**src/rtl/spi_flash_reader.sv**
```systemverilog
// Serial-flash read sequencer driving a byte-level SPI core; streams read bytes out on valid/ready.
// Build option: define SPI_FLASH_FAST_READ_EN for FAST READ (0x0B + dummy byte), else READ (0x03).
module spi_flash_reader #(
  parameter int LEN_WIDTH      = 8,
  parameter int START_HOLD_MAX = 63
) (
  input  logic                 clk,
  input  logic                 reset,
  input  logic                 req,
  input  logic [23:0]          addr,
  input  logic [LEN_WIDTH-1:0] len,
  output logic                 busy,
  output logic                 done,
  output logic                 err,
  output logic [7:0]           rd_data,
  output logic                 rd_valid,
  input  logic                 rd_ready,
  output logic                 spi_start,
  output logic [7:0]           spi_tx,
  input  logic [7:0]           spi_rx,
  input  logic                 spi_busy,
  output logic                 flash_cs_n
);

`ifdef SPI_FLASH_FAST_READ_EN
  localparam logic [7:0] OPCODE = 8'h0B;
`else
  localparam logic [7:0] OPCODE = 8'h03;
`endif
  localparam int HW = $clog2(START_HOLD_MAX + 1);
  localparam logic [HW-1:0]        HOLD_LAST = HW'(START_HOLD_MAX - 1);
  localparam logic [LEN_WIDTH:0]   CNT_ONE   = {{LEN_WIDTH{1'b0}}, 1'b1};

  typedef enum logic [3:0] {IDLE, CMD, A2, A1, A0, DUMMY, DATA, OUT, FIN} state_t;
  typedef enum logic [1:0] {ISSUE, WAIT_HI, WAIT_LO} phase_t;

  state_t             state_q;
  state_t             after_xfer_d;
  phase_t             phase_q;
  logic [HW-1:0]      hold_q;
  logic [LEN_WIDTH:0] cnt_q;
  logic [23:0]        addr_q;
  logic [7:0]         tx_d;
  logic               busy_q, done_q, err_q, rd_valid_q, spi_start_q, cs_n_q;
  logic [7:0]         rd_data_q, spi_tx_q;

  // Byte to send in the current exchange state and the state that follows it.
  always_comb begin
    tx_d         = 8'h00;
    after_xfer_d = FIN;
    case (state_q)
      CMD:   begin tx_d = OPCODE;        after_xfer_d = A2;    end
      A2:    begin tx_d = addr_q[23:16]; after_xfer_d = A1;    end
      A1:    begin tx_d = addr_q[15:8];  after_xfer_d = A0;    end
`ifdef SPI_FLASH_FAST_READ_EN
      A0:    begin tx_d = addr_q[7:0];   after_xfer_d = DUMMY; end
`else
      A0:    begin tx_d = addr_q[7:0];   after_xfer_d = DATA;  end
`endif
      DUMMY: begin tx_d = 8'h00;         after_xfer_d = DATA;  end
      DATA:  begin tx_d = 8'h00;         after_xfer_d = OUT;   end
      default: begin tx_d = 8'h00;       after_xfer_d = FIN;   end
    endcase
  end

  // Transaction FSM with all outputs registered.
  always_ff @(posedge clk or negedge reset) begin
    if (!reset) begin
      state_q     <= IDLE;
      phase_q     <= ISSUE;
      hold_q      <= '0;
      cnt_q       <= '0;
      addr_q      <= 24'h000000;
      busy_q      <= 1'b0;
      done_q      <= 1'b0;
      err_q       <= 1'b0;
      rd_valid_q  <= 1'b0;
      rd_data_q   <= 8'h00;
      spi_start_q <= 1'b0;
      spi_tx_q    <= 8'h00;
      cs_n_q      <= 1'b1;
    end else begin
      done_q <= 1'b0;
      err_q  <= 1'b0;
      case (state_q)
        IDLE: begin
          if (req) begin
            addr_q  <= addr;
            cnt_q   <= (len == '0) ? {1'b1, {LEN_WIDTH{1'b0}}} : {1'b0, len};
            cs_n_q  <= 1'b0;
            busy_q  <= 1'b1;
            phase_q <= ISSUE;
            state_q <= CMD;
          end
        end
        CMD, A2, A1, A0, DUMMY, DATA: begin
          case (phase_q)
            ISSUE: begin
              spi_start_q <= 1'b1;
              spi_tx_q    <= tx_d;
              hold_q      <= '0;
              phase_q     <= WAIT_HI;
            end
            WAIT_HI: begin
              if (spi_busy) begin
                spi_start_q <= 1'b0;
                phase_q     <= WAIT_LO;
              end else if (hold_q == HOLD_LAST) begin
                // Core never acknowledged: abort, closing the transaction with an error.
                spi_start_q <= 1'b0;
                cs_n_q      <= 1'b1;
                busy_q      <= 1'b0;
                done_q      <= 1'b1;
                err_q       <= 1'b1;
                phase_q     <= ISSUE;
                state_q     <= FIN;
              end else begin
                hold_q <= hold_q + HW'(1);
              end
            end
            WAIT_LO: begin
              if (!spi_busy) begin
                if (state_q == DATA) begin
                  rd_data_q  <= spi_rx;
                  rd_valid_q <= 1'b1;
                end
                phase_q <= ISSUE;
                state_q <= after_xfer_d;
              end
            end
            default: phase_q <= ISSUE;
          endcase
        end
        OUT: begin
          if (rd_ready) begin
            rd_valid_q <= 1'b0;
            cnt_q      <= cnt_q - CNT_ONE;
            phase_q    <= ISSUE;
            if (cnt_q == CNT_ONE) begin
              cs_n_q  <= 1'b1;
              busy_q  <= 1'b0;
              done_q  <= 1'b1;
              state_q <= FIN;
            end else begin
              state_q <= DATA;
            end
          end
        end
        FIN:     state_q <= IDLE;
        default: state_q <= IDLE;
      endcase
    end
  end

  assign busy       = busy_q;
  assign done       = done_q;
  assign err        = err_q;
  assign rd_data    = rd_data_q;
  assign rd_valid   = rd_valid_q;
  assign spi_start  = spi_start_q;
  assign spi_tx     = spi_tx_q;
  assign flash_cs_n = cs_n_q;

endmodule

```
**config.mk**
```make
export PLATFORM = sky130hd
export DESIGN_NAME = spi_flash_reader
export DESIGN_NICKNAME = d
export VERILOG_FILES = /design/src/rtl/spi_flash_reader.sv
export SDC_FILE = /design/constraint.sdc
export NUM_CORES = 1
export LEC_CHECK = 0
export ABC_AREA = 1
export BUFFER_PORTS_ARGS = -buffer_cell sky130_fd_sc_hd__clkbuf_2
export CAP_MARGIN = 40
export CORE_ASPECT_RATIO = 0.5
export CORE_UTILIZATION = 31
export DETAILED_ROUTE_END_ITERATION = 10
export GPL_TIMING_DRIVEN = 1
export HOLD_SLACK_MARGIN = 0.1
export PLACE_DENSITY = 0.49
export SYNTH_ARGS = -nofsm -noshare
export SYNTH_HDL_FRONTEND = slang
export SYNTH_SLANG_ARGS = --single-unit
```
**constraint.sdc**
```tcl
create_clock -name clk -period 1.9 [get_ports clk]
set_input_delay 0.095 -clock clk [delete_from_list [all_inputs] [get_ports clk]]
set_output_delay 0.095 -clock clk [all_outputs]
set_load 0.05 [all_outputs]
```
==> results.tsv <==
stage	metric	value	unit
status	status	finished clean	
sta	fin_crit_sh	86.7	%
synthesis	synth_cells	405	
floorplanning	ioPinCount	67	
routing	wl_per_cell	12.1	um
placement	hpwlAfterDp	5.82	mm
layout	antennaDiodeCount	0	
worst_hold_path	whs_path_depth	4	
synthesis	synth_area_leader_cell	dfrtp_1	
critical_path	worst-endpoint-arrival	1.87	ns
synthesis	yosysSeqAreaShare	48.8	%
power_and_ir_drop	power_density	1290	nW/um2
grt	grt_max_degree	40	
power_and_ir_drop	p_leak	2.41	nW
synthesis	ys.flop_type	dfrtp_1	
sta	slew-limit-headroom	58.7	%
synthesis	synthesis.nets	454	
grt	grt_pass1_vias	3047	
clock_tree	post_cts_resize_count	0	
synthesis	netlist_top_cells_area	dfrtp_1, nand2_1, mux2_4	
grt	overflow	0	
synthesis	ys_warn_count	0	
synthesis	ys_types	31	
critical_path	reg2reg_slack	0.25	ns
layout	fin_area	4610	um2
floorplanning	dieArea	11500	um2
clock_tree	tritoncts	done	
sta	finalSetupTns	0	ns
sta	skew	0.00936	ns
sta	finalCriticalPeriod	1.65	ns
routing	drt_iter0_markers	80	
critical_path	cp-end-kind	flop	
routing	drc	0	
worst_hold_path	hp-class	in -> reg	
worst_hold_path	whs_endpoint	rd_valid	
clock_tree	clock_latency	0.33	ns
critical_path	path_max_fanout	10	
critical_path	critPathLaunchType	flop	
routing	vias_per_cell	4.40	
layout	fillers	1075	
layout	drive_gt1_share	24.5	%
critical_path	critPathRequiredTime	2.12	ns
sta	drv_slew	0	
floorplanning	core	10500	um2
critical_path	worstSetupPathType	reg -> reg	
power_and_ir_drop	report.power.total	5.95	mW
layout	area.growth.synth_to_final	34.1	%
clock_tree	clk_pin_slew_worst_paths	0.05	ns
critical_path	r2r-start	state_q[2]	
routing	dr.pass1.iters	4	
synthesis	synthArstFlopShare	100	%
floorplanning	dieHeight	76.5	um
flow_run	maxCapViolCount	0	
clock_tree	cts_setup_buffers	0	
synthesis	yosysTopAreaCellShare	48.0	%
placement	place_congestion	0.783	
clock_tree	cts_sinks	67	
sta	setup_viol	0	
floorplanning	start_util	32.8	%
clock_tree	ctsRootBufferMaster	clkbuf_16	
layout	fin_nets	570	
synthesis	ys_ff_latch	67	
sta	hold_viol	0	
placement	port_buffers	66	
sta	tightestPinTransition	0.619	ns
critical_path	r2r_cells	8	
clock_tree	cts_buffer_depth	2	
routing	vias	2931	
worst_hold_path	worst_hold_startpoint	rd_ready	
sta	max_freq	607	MHz
routing	final_antenna_net_count	0	
synthesis	synth_edf_count	0	
grt	grt_pass1_wl	14.3	mm
clock_tree	cts_max_level	3	
sta	rsz0062_at_grt	no	
grt	grtUsageTotal	15.9	%
floorplanning	die_w	151	um
placement	placed_area	3970	um2
grt	grt_antenna_before_repair	0	
critical_path	r2r_end	spi_tx[6]	
floorplanning	rows	26	
synthesis	netlist_area	3440	um2
synthesis	synth_area_per_cell	8.49	um2
power_and_ir_drop	ir_worst_vdd	0.470	mV
routing	routed_wl	8.04	mm
clock_tree	cts_made_buffers	9	
## cells by family after synthesis
logic type      Yosys count  synth area share (%)
compound gates           33                  5.20
xor+xnor                  2                 0.510
fa+ha+maj                 4                  1.46
buf+inv                  49                  5.97
flops                    67                  48.8
mux                      24                  9.93
simple gates            226                  28.1
## how the worst max path moves through the flow
stage / start / endpoint / slack [ns]
CTS: state_q[2] / spi_tx[2] / 0.23
finish: state_q[2] / spi_tx[6] / 0.25
floorplan: state_q[2] / addr_q[0] / 0.45
global placement: state_q[3] / cnt_q[8] / 0.26
global route: state_q[0] / spi_tx[3] / 0.04
detailed placement: state_q[2] / spi_tx[1] / 0.22
## where the power goes
group	switching, mW	internal (mW)
clock	0.617	0.882
sequential	0.329	1.92
combinational	1.30	0.908
## cell type report
cell class,count,area (um2),share of cell area (%)
Tap cell,140,175,3.80
Clock inverter,6,42.5,0.923
Multi-Input combinational cell,289,1560,33.7
Inverter,44,165,3.58
Sequential cell,67,1680,36.4
Timing Repair Buffer,110,766,16.6
Clock buffer,10,229,4.97
## flip-flops by register name (all words and copies together) (netlist names)
signal / flops
addr_q: 24
busy: 1
cnt_q: 9
done: 1
err: 1
flash_cs_n: 1
hold_q: 6
phase_q: 2
rd_data: 8
rd_valid: 1
spi_start: 1
spi_tx: 8
state_q: 4
## critical path, cell delays in order, from the launching register on
cell and delay (ns):
dfrtp_1 0.46, nor2_4 0.21, nand2_1 0.11, nand2_2 0.15
nand2_2 0.11, nor2_4 0.22, inv_2 0.14, nand2_1 0.09
nand2_1 0.05
## per-stage QoR
| stage | std cells | worst slack, ns | util [%] | hold WS (ns) |
|---|---|---|---|---|
| 2_1_floorplan | 405 | 0.450 | - | -0.201 |
| 3_3_place_gp | 613 | 0.256 | 37.9 | 0.162 |
| 3_5_place_dp | 613 | 0.218 | 37.9 | 0.158 |
| 4_1_cts | 666 | 0.228 | 44.0 | 0.110 |
| 5_1_grt | 666 | 0.0429 | 44.0 | 0.133 |
| 6_report | 666 | 0.253 | 44.0 | 0.117 |
## layer usage
metal  up-vias  share of wire, %  track usage (%)
li1       1525                 -                -
met1      1351                51             21.5
met2        49                44             24.5
met3         6               4.1             4.79
met4         0              0.95             3.80
met5         -                 0                0
## cell usage after synthesis (2+ instances only)
| cell type | instances |
|---|---|
| buf_6 | 2 |
| mux2_4 | 19 |
| mux2_2 | 5 |
| nand4_1 | 5 |
| inv_2 | 4 |
| o21ai_1 | 9 |
| inv_1 | 40 |
| nand3_1 | 28 |
| buf_2 | 2 |
| nor2_4 | 3 |
| nor2_1 | 39 |
| o22ai_1 | 3 |
| nand2_2 | 5 |
| nand2_1 | 139 |
| dfrtp_1 | 66 |
| ha_1 | 4 |
| nor3_1 | 3 |
| o21ai_0 | 16 |
## placed cells by master (no fill, tap or decap), types with 2 or more instances in the layout
cell,n
o22ai_1,3
nand2_1,139
nor3_1,3
inv_1,40
clkinv_2,2
nand3_1,28
dlygate4sd3_1,37
buf_4,6
nand2_2,5
ha_1,4
clkbuf_16,9
nor2_1,39
inv_2,4
clkinv_4,2
nand4_1,5
mux2_4,19
mux2_2,5
o21ai_0,16
o21ai_1,9
clkinvlp_4,2
clkbuf_2,65
nor2_4,3
dfrtp_1,66
## timing repair
action	in CTS	in global routing
hold buffers	37	0
endpoints found under the setup margin	0	0
endpoints found under the hold margin	58	0
No activity file was read; power rests on OpenSTA's default activity.
